$ cat src/rtl/id_ex_stage_pkg.sv
// Shared constants for the ID/EX stage: ALU op encodings and default widths.
package id_ex_stage_pkg;

  localparam int unsigned DefaultDataW = 32;
  localparam int unsigned DefaultRegAw = 5;

  typedef enum logic [3:0] {
    AluAnd  = 4'b0000,
    AluOr   = 4'b0001,
    AluAdd  = 4'b0010,
    AluSub  = 4'b0011,
    AluSlt  = 4'b0100,
    AluDiv  = 4'b0101,
    AluZero = 4'b0110,
    AluMul  = 4'b0111,
    AluXor  = 4'b1111
  } alu_op_e;

  // A bubble drives the ALU with its zero op so nothing meaningful is computed.
  localparam alu_op_e BubbleOp = AluZero;

endpackage

$ cat src/rtl/id_ex_stage_operand_fwd.sv
// Operand forwarding select: MEM result, else WB result, else registered data.
// Register 0 is never forwarded.
module id_ex_stage_operand_fwd #(
  parameter int unsigned DATA_W = 32,
  parameter int unsigned REG_AW = 5
) (
  input  logic [REG_AW-1:0] rs_addr,
  input  logic [DATA_W-1:0] reg_data,
  input  logic              mem_reg_write,
  input  logic [REG_AW-1:0] mem_rd_addr,
  input  logic [DATA_W-1:0] mem_result,
  input  logic              wb_reg_write,
  input  logic [REG_AW-1:0] wb_rd_addr,
  input  logic [DATA_W-1:0] wb_result,
  output logic [DATA_W-1:0] fwd_data
);

  logic rs_nonzero;
  logic mem_hit;
  logic wb_hit;

  assign rs_nonzero = (rs_addr != '0);
  assign mem_hit    = mem_reg_write && (mem_rd_addr == rs_addr) && rs_nonzero;
  assign wb_hit     = wb_reg_write && (wb_rd_addr == rs_addr) && rs_nonzero;

  // MEM holds the younger producer, so it wins over WB.
  always_comb begin
    fwd_data = reg_data;
    if (mem_hit) begin
      fwd_data = mem_result;
    end else if (wb_hit) begin
      fwd_data = wb_result;
    end
  end

endmodule

$ cat src/rtl/id_ex_stage.sv
// ID/EX pipeline register with MEM/WB operand forwarding, stall and flush.
module id_ex_stage
  import id_ex_stage_pkg::*;
#(
  parameter int unsigned DATA_W = DefaultDataW,
  parameter int unsigned REG_AW = DefaultRegAw
) (
  input  logic              clk,
  input  logic              rst_n,
  input  logic              id_valid,
  input  logic [REG_AW-1:0] id_rs1_addr,
  input  logic [REG_AW-1:0] id_rs2_addr,
  input  logic [DATA_W-1:0] id_rs1_data,
  input  logic [DATA_W-1:0] id_rs2_data,
  input  logic [DATA_W-1:0] id_imm,
  input  logic              id_use_imm,
  input  logic [3:0]        id_alu_op,
  input  logic [REG_AW-1:0] id_rd_addr,
  input  logic              id_reg_write,
  input  logic              stall,
  input  logic              flush,
  input  logic              mem_reg_write,
  input  logic [REG_AW-1:0] mem_rd_addr,
  input  logic [DATA_W-1:0] mem_result,
  input  logic              wb_reg_write,
  input  logic [REG_AW-1:0] wb_rd_addr,
  input  logic [DATA_W-1:0] wb_result,
  output logic              ex_valid,
  output logic [DATA_W-1:0] op1,
  output logic [DATA_W-1:0] op2,
  output logic [3:0]        op,
  output logic [DATA_W-1:0] ex_store_data,
  output logic [REG_AW-1:0] ex_rd_addr,
  output logic              ex_reg_write
);

  logic              valid_q, valid_d;
  logic [REG_AW-1:0] rs1_addr_q, rs1_addr_d;
  logic [REG_AW-1:0] rs2_addr_q, rs2_addr_d;
  logic [DATA_W-1:0] rs1_data_q, rs1_data_d;
  logic [DATA_W-1:0] rs2_data_q, rs2_data_d;
  logic [DATA_W-1:0] imm_q, imm_d;
  logic              use_imm_q, use_imm_d;
  logic [3:0]        alu_op_q, alu_op_d;
  logic [REG_AW-1:0] rd_addr_q, rd_addr_d;
  logic              reg_write_q, reg_write_d;

  logic [DATA_W-1:0] rs1_fwd;
  logic [DATA_W-1:0] rs2_fwd;

  id_ex_stage_operand_fwd #(
    .DATA_W (DATA_W),
    .REG_AW (REG_AW)
  ) u_fwd_rs1 (
    .rs_addr       (rs1_addr_q),
    .reg_data      (rs1_data_q),
    .mem_reg_write (mem_reg_write),
    .mem_rd_addr   (mem_rd_addr),
    .mem_result    (mem_result),
    .wb_reg_write  (wb_reg_write),
    .wb_rd_addr    (wb_rd_addr),
    .wb_result     (wb_result),
    .fwd_data      (rs1_fwd)
  );

  id_ex_stage_operand_fwd #(
    .DATA_W (DATA_W),
    .REG_AW (REG_AW)
  ) u_fwd_rs2 (
    .rs_addr       (rs2_addr_q),
    .reg_data      (rs2_data_q),
    .mem_reg_write (mem_reg_write),
    .mem_rd_addr   (mem_rd_addr),
    .mem_result    (mem_result),
    .wb_reg_write  (wb_reg_write),
    .wb_rd_addr    (wb_rd_addr),
    .wb_result     (wb_result),
    .fwd_data      (rs2_fwd)
  );

  // Next-state select: flush > stall (hold, refresh operands) > load; invalid load is a bubble.
  always_comb begin
    valid_d     = valid_q;
    rs1_addr_d  = rs1_addr_q;
    rs2_addr_d  = rs2_addr_q;
    rs1_data_d  = rs1_data_q;
    rs2_data_d  = rs2_data_q;
    imm_d       = imm_q;
    use_imm_d   = use_imm_q;
    alu_op_d    = alu_op_q;
    rd_addr_d   = rd_addr_q;
    reg_write_d = reg_write_q;
    if (flush || (!stall && !id_valid)) begin
      valid_d     = 1'b0;
      rs1_addr_d  = '0;
      rs2_addr_d  = '0;
      rs1_data_d  = '0;
      rs2_data_d  = '0;
      imm_d       = '0;
      use_imm_d   = 1'b0;
      alu_op_d    = BubbleOp;
      rd_addr_d   = '0;
      reg_write_d = 1'b0;
    end else if (stall) begin
      // Latch forwarded values so a producer retiring during the stall is not lost.
      rs1_data_d = rs1_fwd;
      rs2_data_d = rs2_fwd;
    end else begin
      valid_d     = 1'b1;
      rs1_addr_d  = id_rs1_addr;
      rs2_addr_d  = id_rs2_addr;
      rs1_data_d  = id_rs1_data;
      rs2_data_d  = id_rs2_data;
      imm_d       = id_imm;
      use_imm_d   = id_use_imm;
      alu_op_d    = id_alu_op;
      rd_addr_d   = id_rd_addr;
      reg_write_d = id_reg_write;
    end
  end

  // Pipeline register; reset leaves a bubble in EX.
  always_ff @(posedge clk or negedge rst_n) begin
    if (!rst_n) begin
      valid_q     <= 1'b0;
      rs1_addr_q  <= '0;
      rs2_addr_q  <= '0;
      rs1_data_q  <= '0;
      rs2_data_q  <= '0;
      imm_q       <= '0;
      use_imm_q   <= 1'b0;
      alu_op_q    <= BubbleOp;
      rd_addr_q   <= '0;
      reg_write_q <= 1'b0;
    end else begin
      valid_q     <= valid_d;
      rs1_addr_q  <= rs1_addr_d;
      rs2_addr_q  <= rs2_addr_d;
      rs1_data_q  <= rs1_data_d;
      rs2_data_q  <= rs2_data_d;
      imm_q       <= imm_d;
      use_imm_q   <= use_imm_d;
      alu_op_q    <= alu_op_d;
      rd_addr_q   <= rd_addr_d;
      reg_write_q <= reg_write_d;
    end
  end

  assign op1           = rs1_fwd;
  assign op2           = use_imm_q ? imm_q : rs2_fwd;
  assign ex_store_data = rs2_fwd;
  assign op            = alu_op_q;
  assign ex_valid      = valid_q;
  assign ex_rd_addr    = rd_addr_q;
  assign ex_reg_write  = reg_write_q;

endmodule

$ cat config.mk
export PLATFORM = sky130hd
export DESIGN_NAME = id_ex_stage
export DESIGN_NICKNAME = d
export VERILOG_FILES = /design/src/rtl/id_ex_stage_pkg.sv /design/src/rtl/id_ex_stage_operand_fwd.sv /design/src/rtl/id_ex_stage.sv
export SDC_FILE = /design/constraint.sdc
export NUM_CORES = 1
export LEC_CHECK = 0
export BUFFER_PORTS_ARGS = -buffer_cell sky130_fd_sc_hd__clkbuf_2
export CAP_MARGIN = 30
export CORE_ASPECT_RATIO = 0.8
export CORE_UTILIZATION = 53
export DETAILED_ROUTE_END_ITERATION = 6
export PLACE_DENSITY = 0.91
export SLEW_MARGIN = 40
export SYNTH_ARGS = -nofsm -noshare
export SYNTH_HDL_FRONTEND = slang
export SYNTH_HIERARCHICAL = 1
export SYNTH_SLANG_ARGS = --single-unit
$ cat constraint.sdc
create_clock -name clk -period 4.6 [get_ports clk]
set_input_delay 0.92 -clock clk [delete_from_list [all_inputs] [get_ports clk]]
set_output_delay 0.92 -clock clk [all_outputs]
set_load 0.02 [all_outputs]
---- Word-level counts from Yosys, hierarchy flattened ----
Cells that the tools add are included.
word-level totals
  bits in registers ....................... 118
operators by class
  muxes and demuxes ....................... 25
  reduce and logical (&&, ||, !) cells .... 14
  eq/ne operators ......................... 5
operator list
  operator            count
  $mux 32             11
  $mux 5              6
  $eq 5x5->1          4
  $reduce_bool 5->1   2
  $logic_and 1x1->1   9
  $mux 4              2
  $mux 1              6
  $logic_not 1->1     2
  $ne 2x1->1 const B  1
  $logic_or 1x1->1    1

---- Depth between registers and ports, before layout ----
Gate-level depths: netlist of run 1.
  word-level depth ........................ 7
  gate-level depth with buffers ........... 8

---- Cells and area by module ----
Netlist of run 1, hierarchy kept.
by module, submodules not included
  module                   area an instance (um^2)  times used  sequential area each (um^2)  cells each
  id_ex_stage              5405.2                   1           2955.3                       515
  id_ex_stage_operand_fwd  1103.6                   2           0.0                          198

---- Worst setup path after synthesis of run 1 ----
OpenSTA, ideal clock, no wires.
  path kind ............................... input to output
  start point ............................. input wb_rd_addr[0]
  end point ............................... output op2[23]
  arrival time ............................ 2671 ps
  slack ................................... 1009 ps
  data required time ...................... 3680 ps
  cell stages on the path ................. 6
  path through ............................ xnor2_1 -> nand4_1 -> clkbuf_1 -> or3_1 -> a31oi_1 -> mux2_2
between the ends
  cells in the longest elaborated chain, start to end .. 6
RTL lines
  item                             RTL line                       RTL
  start: declaration               id_ex_stage.sv:26              input logic [REG_AW-1:0] wb_rd_addr,
  $eq 5x5->1                       id_ex_stage_operand_fwd.sv:24  assign wb_hit = wb_reg_write && (wb_rd_addr == rs_addr) && rs_nonzero;
  $logic_and 1x1->1 (2 in series)  id_ex_stage_operand_fwd.sv:24
  $mux 32                          id_ex_stage_operand_fwd.sv:31  end else if (wb_hit) begin
  $mux 32                          id_ex_stage_operand_fwd.sv:29  if (mem_hit) begin
  via ex_store_data[23]            id_ex_stage.sv:32              output logic [DATA_W-1:0] ex_store_data,
  $mux 32                          id_ex_stage.sv:150             assign op2 = use_imm_q ? imm_q : rs2_fwd;
  end: declaration                 id_ex_stage.sv:30              output logic [DATA_W-1:0] op2,
The timed path passes the listed nets, and every way through them passes these cells.

---- Worst setup path after layout of run 1 ----
  start point ............................. register rs2_addr_q[2]
  end point ............................... output op2[3]
between the ends
  cells in the longest elaborated chain, start to end .. 6
  elaborated cells between the ends (all ways) .. 10
  those cells by class .................... eq/ne: 2; mux: 3; reduce/logical: 5
RTL lines
  item                             RTL line                       RTL
  start: declaration               id_ex_stage.sv:39              logic [REG_AW-1:0] rs2_addr_q, rs2_addr_d;
  start signal: assignment         id_ex_stage.sv:138             rs2_addr_q <= rs2_addr_d;
  $eq 5x5->1                       id_ex_stage_operand_fwd.sv:24
  $logic_and 1x1->1 (2 in series)  id_ex_stage_operand_fwd.sv:24
  $mux 32                          id_ex_stage_operand_fwd.sv:31
  $mux 32 (*)                      id_ex_stage_operand_fwd.sv:29
  $mux 32 (*)                      id_ex_stage.sv:150
Mark *: on every way between the ends. The rest lies on a longest branch, timed or not.

==> impl_metrics.env, run 1 <==
export IMPL_postSynthAreaPerCell_um2=8.36
export IMPL_fin_crit_sh_pct=88.9
export IMPL_synthMuxAreaShare_pct=4.87
export IMPL_end_kind="output port"
export IMPL_route_detailed_drc=0
export IMPL_io_buffers=304
export IMPL_hold_violations=0
export IMPL_async_flop_share_pct=100
export IMPL_crit_path_max_fanout=32
export IMPL_cts_tree="yes"
export IMPL_insertion_delay_ns=0.41
export IMPL_rows=38
export IMPL_synthSimpleGateAreaFrac_pct=24.7
export IMPL_rsz0062_at_grt="false"
export IMPL_grt_first_pass_wirelength_um=38700
export IMPL_firstDrtPassIters=6
export IMPL_synth_edf_count=0
export IMPL_pwr_density_cell_nw_per_um2=314
export IMPL_synth_fp_nets=1109
export IMPL_final_nets=1354
export IMPL_clock_sinks=118
export IMPL_stdcell_count=1349
export IMPL_gp_congestion=0.958
export IMPL_synth_top_family_by_area="simple AND/OR/NAND/NOR gates"
export IMPL_synth_flop_cell="dfrtp_1"
export IMPL_grt_pass1_vias=7462
export IMPL_layout_drive_gt1_share_pct=34.0
export IMPL_antennaDiodeCount=0
export IMPL_syn2layout_area_growth_pct=27.3
export IMPL_synth_seq_cells=118
export IMPL_synth_compound_area_share_pct=19.6
export IMPL_max_cap_violations=0
export IMPL_fin_skew_ns=0.00902
export IMPL_grt_overflow=0
export IMPL_yosysSeqAreaShare_pct=38.8
export IMPL_grt_start_max_net_pins=121
export IMPL_cts_resized=0
export IMPL_dp_cells=1317
export IMPL_critPathRequiredTime_ns=3.68
export IMPL_dieArea_um2=14800
export IMPL_hpwl_um=17500
export IMPL_cp_arrival_ns=3.17
export IMPL_wl_per_cell_um=19.0
export IMPL_synth_xor_area_share_pct=2.30
export IMPL_period_needed_ns=4.09
export IMPL_max_slew_worst_pin_slew_ns=0.791
export IMPL_ys_warn_count=6
export IMPL_synth_adder_area_share_pct=0
export IMPL_cts_htree_levels=4
export IMPL_syn_instance_count=911
export IMPL_fin_setup_tns_ns=0
export IMPL_clockBufferDepth=2
export IMPL_hold_depth=1
export IMPL_die_w_um=136
export IMPL_post_synth_top_area_fraction_pct=38.1
export IMPL_drtIter0Drc=736
export IMPL_die_h_um=109
export IMPL_rr_worst_depth=7
export IMPL_synth_area_leaders="dfrtp_1 38%, nand3b_1 9.3%, a21oi_1 6.2%, a31oi_1 5.3%, or3_1 5.3%"
export IMPL_post_cts_buffers=0
export IMPL_syn_area_um2=7610
export IMPL_cts_buffers=17
export IMPL_hold_class="flip-flop to flip-flop"
export IMPL_cts_hold_buf=0
export IMPL_crit_type="flip-flop to output port"
export IMPL_p_leak_nw=4.49
export IMPL_synthDominantAreaCellType="dfrtp_1"
export IMPL_cts_root_buf="clkbuf_16"
export IMPL_ant_nets=0
export IMPL_grt_usage_pct=34.3
export IMPL_synth_distinct_cells=31
export IMPL_cts_clk_slew_worst_paths_ns=0.06
export IMPL_outcome="finished, final reports clean"
export IMPL_initial_core_util_pct=55.2
export IMPL_core_region_area_um2=13800
export IMPL_routed_wl_um=25700
export IMPL_io_pins=305
export IMPL_detail_route_vias_per_cell=6.00
export IMPL_num_vias=8088
export IMPL_slew_headroom_pct=47.0
export IMPL_drv_slew=0
export IMPL_antenna_found_initial=1
export IMPL_ir_drop_uv=253
export IMPL_critPathLaunchType="flip-flop"
export IMPL_max_freq_mhz=245
export IMPL_setup_viol=0
## critical path: stages (launching register included)
cell      delay (ns)
dfrtp_1         0.42
or4_4           0.60
o211ai_4        0.45
buf_8           0.22
buf_16          0.16
o21ai_0         0.09
a31oi_1         0.42
mux2_2          0.24
clkbuf_2        0.16
## area by class of cell
type                            count  area (µm²)
Inverter                           65         244
Sequential cell                   118        2960
Clock buffer                       19         453
Multi-Input combinational cell    632        3930
Timing Repair Buffer              322        1710
Tap cell                          180         225
Clock inverter                     13         170
Fill cell                        1073        4100
## routing by layer
metal | global-route usage, % | share of wire (%)
met1 | 45.3 | 40
met2 | 53.8 | 46
met3 | 8.79 | 11
met4 | 14.2 | 3.2
met5 | 0 | 0.062
## kinds of logic after synthesis
| group | count (synthesis) |
|---|---|
| simple gates | 330 |
| buf+inv | 161 |
| flops | 118 |
| compound gates | 249 |
| mux | 33 |
| xor+xnor | 20 |
## layout by cell type, fill, tap and decap left out, types with 17 or more instances in the layout
cell,n
a21oi_1,94
a31oi_1,64
nand3b_1,94
a32o_1,21
or3_1,64
inv_1,65
nor3_1,64
nand2_1,94
buf_4,17
clkbuf_16,17
xnor2_1,20
mux2_2,32
dfrtp_1,115
o21ai_0,60
clkbuf_2,300
## per-stage QoR
stage	cell area, µm²	worst slack [ns]	hold slack, ns	power [mW]	util, %
6_report	9690	0.510	0.495	3.04	70.3
4_1_cts	9680	0.527	0.498	3.05	70.2
2_1_floorplan	7610	1.01	0.460	1.42	-
5_1_grt	9690	0.336	0.506	3.15	70.3
3_3_place_gp	9010	0.704	0.476	1.64	65.4
3_5_place_dp	9060	0.719	0.484	1.65	65.7
## flip-flops by register name, summed over array words and instances (netlist names)
| register | flops |
|---|---|
| rs1_addr_q | 5 |
| use_imm_q | 1 |
| rs2_addr_q | 5 |
| ex_reg_write | 1 |
| rs1_data_q | 32 |
| ex_rd_addr | 5 |
| rs2_data_q | 32 |
| imm_q | 32 |
| op | 4 |
| ex_valid | 1 |
## final timing paths
check | startpoint | endpoint | slack, ns
max in group asynchronous | rst_n | rs2_data_q[18]$_DFF_PN0_ | 3.22
setup reg to reg | rs1_addr_q[2]$_DFFE_PN0P_ | rs1_data_q[17]$_DFF_PN0_ | 1.74
min in group asynchronous | rst_n | rs1_addr_q[4]$_DFFE_PN0P_ | 0.54
hold reg to reg | ex_rd_addr[3]$_DFFE_PN0P_ | ex_rd_addr[3]$_DFFE_PN0P_ | 0.50
setup / recovery | rs2_addr_q[2]$_DFFE_PN0P_ | op2[3] | 0.51
hold / removal | ex_rd_addr[3]$_DFFE_PN0P_ | ex_rd_addr[3]$_DFFE_PN0P_ | 0.50
## power by group
group | switching (mW) | internal, mW | total, mW | leakage, nW
sequential | 0.0233 | 1.08 | 1.10 | 1.60
combinational | 0.340 | 0.200 | 0.540 | 2.59
clock | 0.509 | 0.888 | 1.40 | 0.297
## synth_stat cells (21+ instances only)
| cell | count |
|---|---|
| a21oi_1 | 94 |
| a31oi_1 | 64 |
| a32o_1 | 21 |
| buf_2 | 46 |
| clkbuf_1 | 29 |
| dfrtp_1 | 116 |
| inv_1 | 65 |
| mux2_2 | 32 |
| nand2_1 | 94 |
| nand3b_1 | 94 |
| nor3_1 | 64 |
| o21ai_0 | 60 |
| or3_1 | 64 |
(Power assumes the default switching activity.)
==> run 2, diff against run 1 <==
Settings changed: CORE_ASPECT_RATIO 0.8 to not set, PLACE_DENSITY 0.91 to 0.92, SYNTH_HIERARCHICAL 1 to not set.
==> run 2 against run 1 <==
Net effect:
- setup slack improved by 0.096 ns
- count of clock-buffer cells in the layout rose by 3
- non-clock buffer count fell by 1
- sequential cell count did not move
- clock skew fell by 0.0019 ns
- area after synthesis fell by 2.6%
- clock power rose by 4%
- final area fell by 0.45%
- maximum frequency rose by 2.4%
- routed wire length rose by 1.6%
- cell count fell by 9.0%
==> impl_metrics.env, run 2 <==
export IMPL_synthMuxAreaShare_pct=8.64
export IMPL_total_power_mw=3.25
export IMPL_grt_overflow=0
export IMPL_mostFrequentLayoutCell="clkbuf_2"
export IMPL_dp_cells=1195
export IMPL_synthDominantAreaCellType="dfrtp_1"
export IMPL_critPathRequiredTime_ns=3.68
export IMPL_io_buffers=304
export IMPL_cts_resized=0
export IMPL_synth_xor_area_share_pct=2.01
export IMPL_rows=42
export IMPL_cp_top_family="simple AND/OR/NAND/NOR gates"
export IMPL_hold_ws_ns=0.472
export IMPL_top_regs="imm_q (32), rs1_data_q (32), rs2_data_q (32)"
export IMPL_synth_fp_nets=975
export IMPL_post_route_cell_area_um2=9650
export IMPL_outcome="finished, final reports clean"
export IMPL_path_depth=6
export IMPL_crit_type="flip-flop to output port"
export IMPL_die_w_um=120
export IMPL_fin_util_pct=71.7
export IMPL_synth_most_common_cell="a21oi_1"
export IMPL_post_cts_buffers=0
export IMPL_cts_root_buf="clkbuf_16"
export IMPL_routed_wl_um=26100
export IMPL_route_detailed_drc=0
export IMPL_fin_skew_ns=0.00710
export IMPL_async_flop_share_pct=100
export IMPL_p_leak_nw=4.72
export IMPL_p_comb_share_pct=20.5
export IMPL_max_slew_worst_pin_slew_ns=0.827
export IMPL_cts_buffers=17
export IMPL_critPathLaunchType="flip-flop"
export IMPL_max_cap_violations=0
export IMPL_postSynthAreaPerCell_um2=9.54
export IMPL_final_cell_mix="302 x clkbuf_2, 128 x a21oi_1, 115 x dfrtp_1, 65 x nor2_1, 64 x mux2i_1"
export IMPL_p_sw_share_pct=28.3
export IMPL_reg2reg_slack_ns=1.75
export IMPL_synth_seq_cells=118
export IMPL_syn_area_um2=7410
export IMPL_switching_power_uw=919
export IMPL_hpwl_um=17300
export IMPL_crit_path_max_fanout=17
export IMPL_cp_buffers_inverters=2
export IMPL_timing_rr_start="rs1_addr_q[0]$_DFFE_PN0P_"
export IMPL_ys_warn_count=0
export IMPL_period_needed_ns=3.99
export IMPL_cp_slowest_cell="or4_4"
export IMPL_pwr_density_cell_nw_per_um2=337
export IMPL_ys_top_cells_by_count="128 x a21oi_1, 116 x dfrtp_1, 65 x nor2_1"
export IMPL_cts_tree="yes"
export IMPL_stdcell_count=1228
export IMPL_grt_pass1_vias=7725
export IMPL_setup_ws_ns=0.607
export IMPL_grt_usage_pct=35.9
export IMPL_end_kind="output port"
export IMPL_synth_adder_area_share_pct=0
export IMPL_insertion_delay_ns=0.41
export IMPL_detail_route_vias_per_cell=6.39
export IMPL_power_internal_mw=2.33
export IMPL_synth_area_leaders="dfrtp_1 39%, a221oi_2 12%, a21oi_1 8.6%, mux2i_1 8.6%, a221oi_1 4.4%"
export IMPL_yosysSeqAreaShare_pct=39.9
export IMPL_clock_sinks=118
export IMPL_r2r_end="rs1_data_q[23]$_DFF_PN0_"
export IMPL_synth_distinct_cells=36
export IMPL_crit_end="op2[31]"
export IMPL_synth_top_family_by_area="compound AO/OA/AOI/OAI gates"
export IMPL_syn2layout_area_growth_pct=30.1
export IMPL_seqPwrFrac_pct=34.7
export IMPL_dieArea_um2=14500
export IMPL_firstDrtPassIters=5
export IMPL_io_pins=305
export IMPL_antennaDiodeCount=0
export IMPL_drtIter0Drc=890
export IMPL_fin_crit_sh_pct=86.8
export IMPL_initial_core_util_pct=55.1
export IMPL_synthSimpleGateAreaFrac_pct=12.0
export IMPL_slew_headroom_pct=44.8
export IMPL_post_place_ws_ns=0.794
export IMPL_drv_slew=0
export IMPL_max_freq_mhz=250
export IMPL_syn_instance_count=777
export IMPL_cts_clk_slew_worst_paths_ns=0.05
export IMPL_rr_worst_depth=7
export IMPL_final_nets=1237
export IMPL_ir_drop_uv=232
export IMPL_cts_hold_buf=0
export IMPL_fillCellCount=1008
export IMPL_cp_cell_sequence="or4_4, o2111a_2, nor2_4, buf_4, a221oi_1, clkbuf_2"
export IMPL_hold_violations=0
export IMPL_synth_flop_cell="dfrtp_1"
export IMPL_clockBufferDepth=2
export IMPL_antenna_found_initial=0
export IMPL_fin_setup_tns_ns=0
export IMPL_grt_first_pass_wirelength_um=40300
export IMPL_dpl_cell_area_um2=8990
export IMPL_layout_drive_gt1_share_pct=40.3
export IMPL_clockPowerShare_pct=44.8
export IMPL_synth_edf_count=0
export IMPL_synth_compound_area_share_pct=30.7
export IMPL_post_synth_top_area_fraction_pct=39.2
export IMPL_hold_class="primary input to async pin"
export IMPL_gp_congestion=0.928
export IMPL_rsz0062_at_grt="false"
export IMPL_setup_viol=0
export IMPL_worstSetupStartpoint="rs2_addr_q[4]$_DFFE_PN0P_"
export IMPL_core_region_area_um2=13500
export IMPL_num_vias=7849
export IMPL_cts_htree_levels=4
export IMPL_ant_nets=0
export IMPL_die_h_um=120
export IMPL_grt_start_max_net_pins=85
export IMPL_crit_path_max_incr_delay_ns=0.59
export IMPL_cp_arrival_ns=3.07
export IMPL_wl_per_cell_um=21.2
run 2: changes by cell type in the layout (fill, tap and decap cells not counted), moves of 37 or more:
cell      before  now
nand2_1       94   38
or3_1         64    0
nand3b_1      94    0
a221oi_2       0   59
a31oi_1       64    0
nor2_1         1   65
mux2i_1        1   64
a221oi_1       0   37
run 2: kinds of logic (layout without fill, tap and decap cells):
kind of cell / Yosys count / in the layout
simple gates: 186 / 186
mux: 64 / 64
flops: 118 / 118
compound gates: 282 / 282
xor+xnor: 17 / 17
buf+inv: 110 / 385
run 2: area by class of cell:
| cell class | count | area, µm² | share of cell area (%) |
|---|---|---|---|
| Timing Repair Buffer | 321 | 1720 | 17.8 |
| Inverter | 32 | 120 | 1.25 |
| Sequential cell | 118 | 2960 | 30.6 |
| Tap cell | 176 | 220 | 2.28 |
| Multi-Input combinational cell | 549 | 3990 | 41.4 |
| Clock inverter | 10 | 175 | 1.82 |
| Clock buffer | 22 | 464 | 4.81 |
run 2: power by group through the flow:
stage / clock [mW] / combinational [mW] / sequential (mW)
after CTS: 1.46 / 0.659 / 1.12
final: 1.46 / 0.668 / 1.13
after floorplan: 0 / 0.383 / 1.14
after global placement: 0 / 0.641 / 1.14
after detailed placement: 0 / 0.653 / 1.14
after global routing: 1.51 / 0.711 / 1.13
run 2: routing by layer:
metal	wire, µm	up-vias	GRT usage, %
met5	0	-	0
met4	1140	0	20.6
met3	2710	108	8.25
met2	12500	638	57.9
met1	9660	3697	44.3
li1	-	3406	-
run 2: worst min-delay path by stage:
stage / startpoint / end / slack, ns / cells past startpoint
after global placement: ex_valid$_DFFE_PN0P_ / ex_valid$_DFFE_PN0P_ / 0.46 / 2
after CTS: op[3]$_DFFE_PN0P_ / op[3]$_DFFE_PN0P_ / 0.51 / 1
final: rst_n / rs2_addr_q[0]$_DFFE_PN0P_ / 0.47 / 1
after floorplan: imm_q[0]$_DFFE_PN0P_ / imm_q[0]$_DFFE_PN0P_ / 0.50 / 2
after detailed placement: ex_valid$_DFFE_PN0P_ / ex_valid$_DFFE_PN0P_ / 0.49 / 2
after global routing: rst_n / rs2_addr_q[0]$_DFFE_PN0P_ / 0.52 / 1
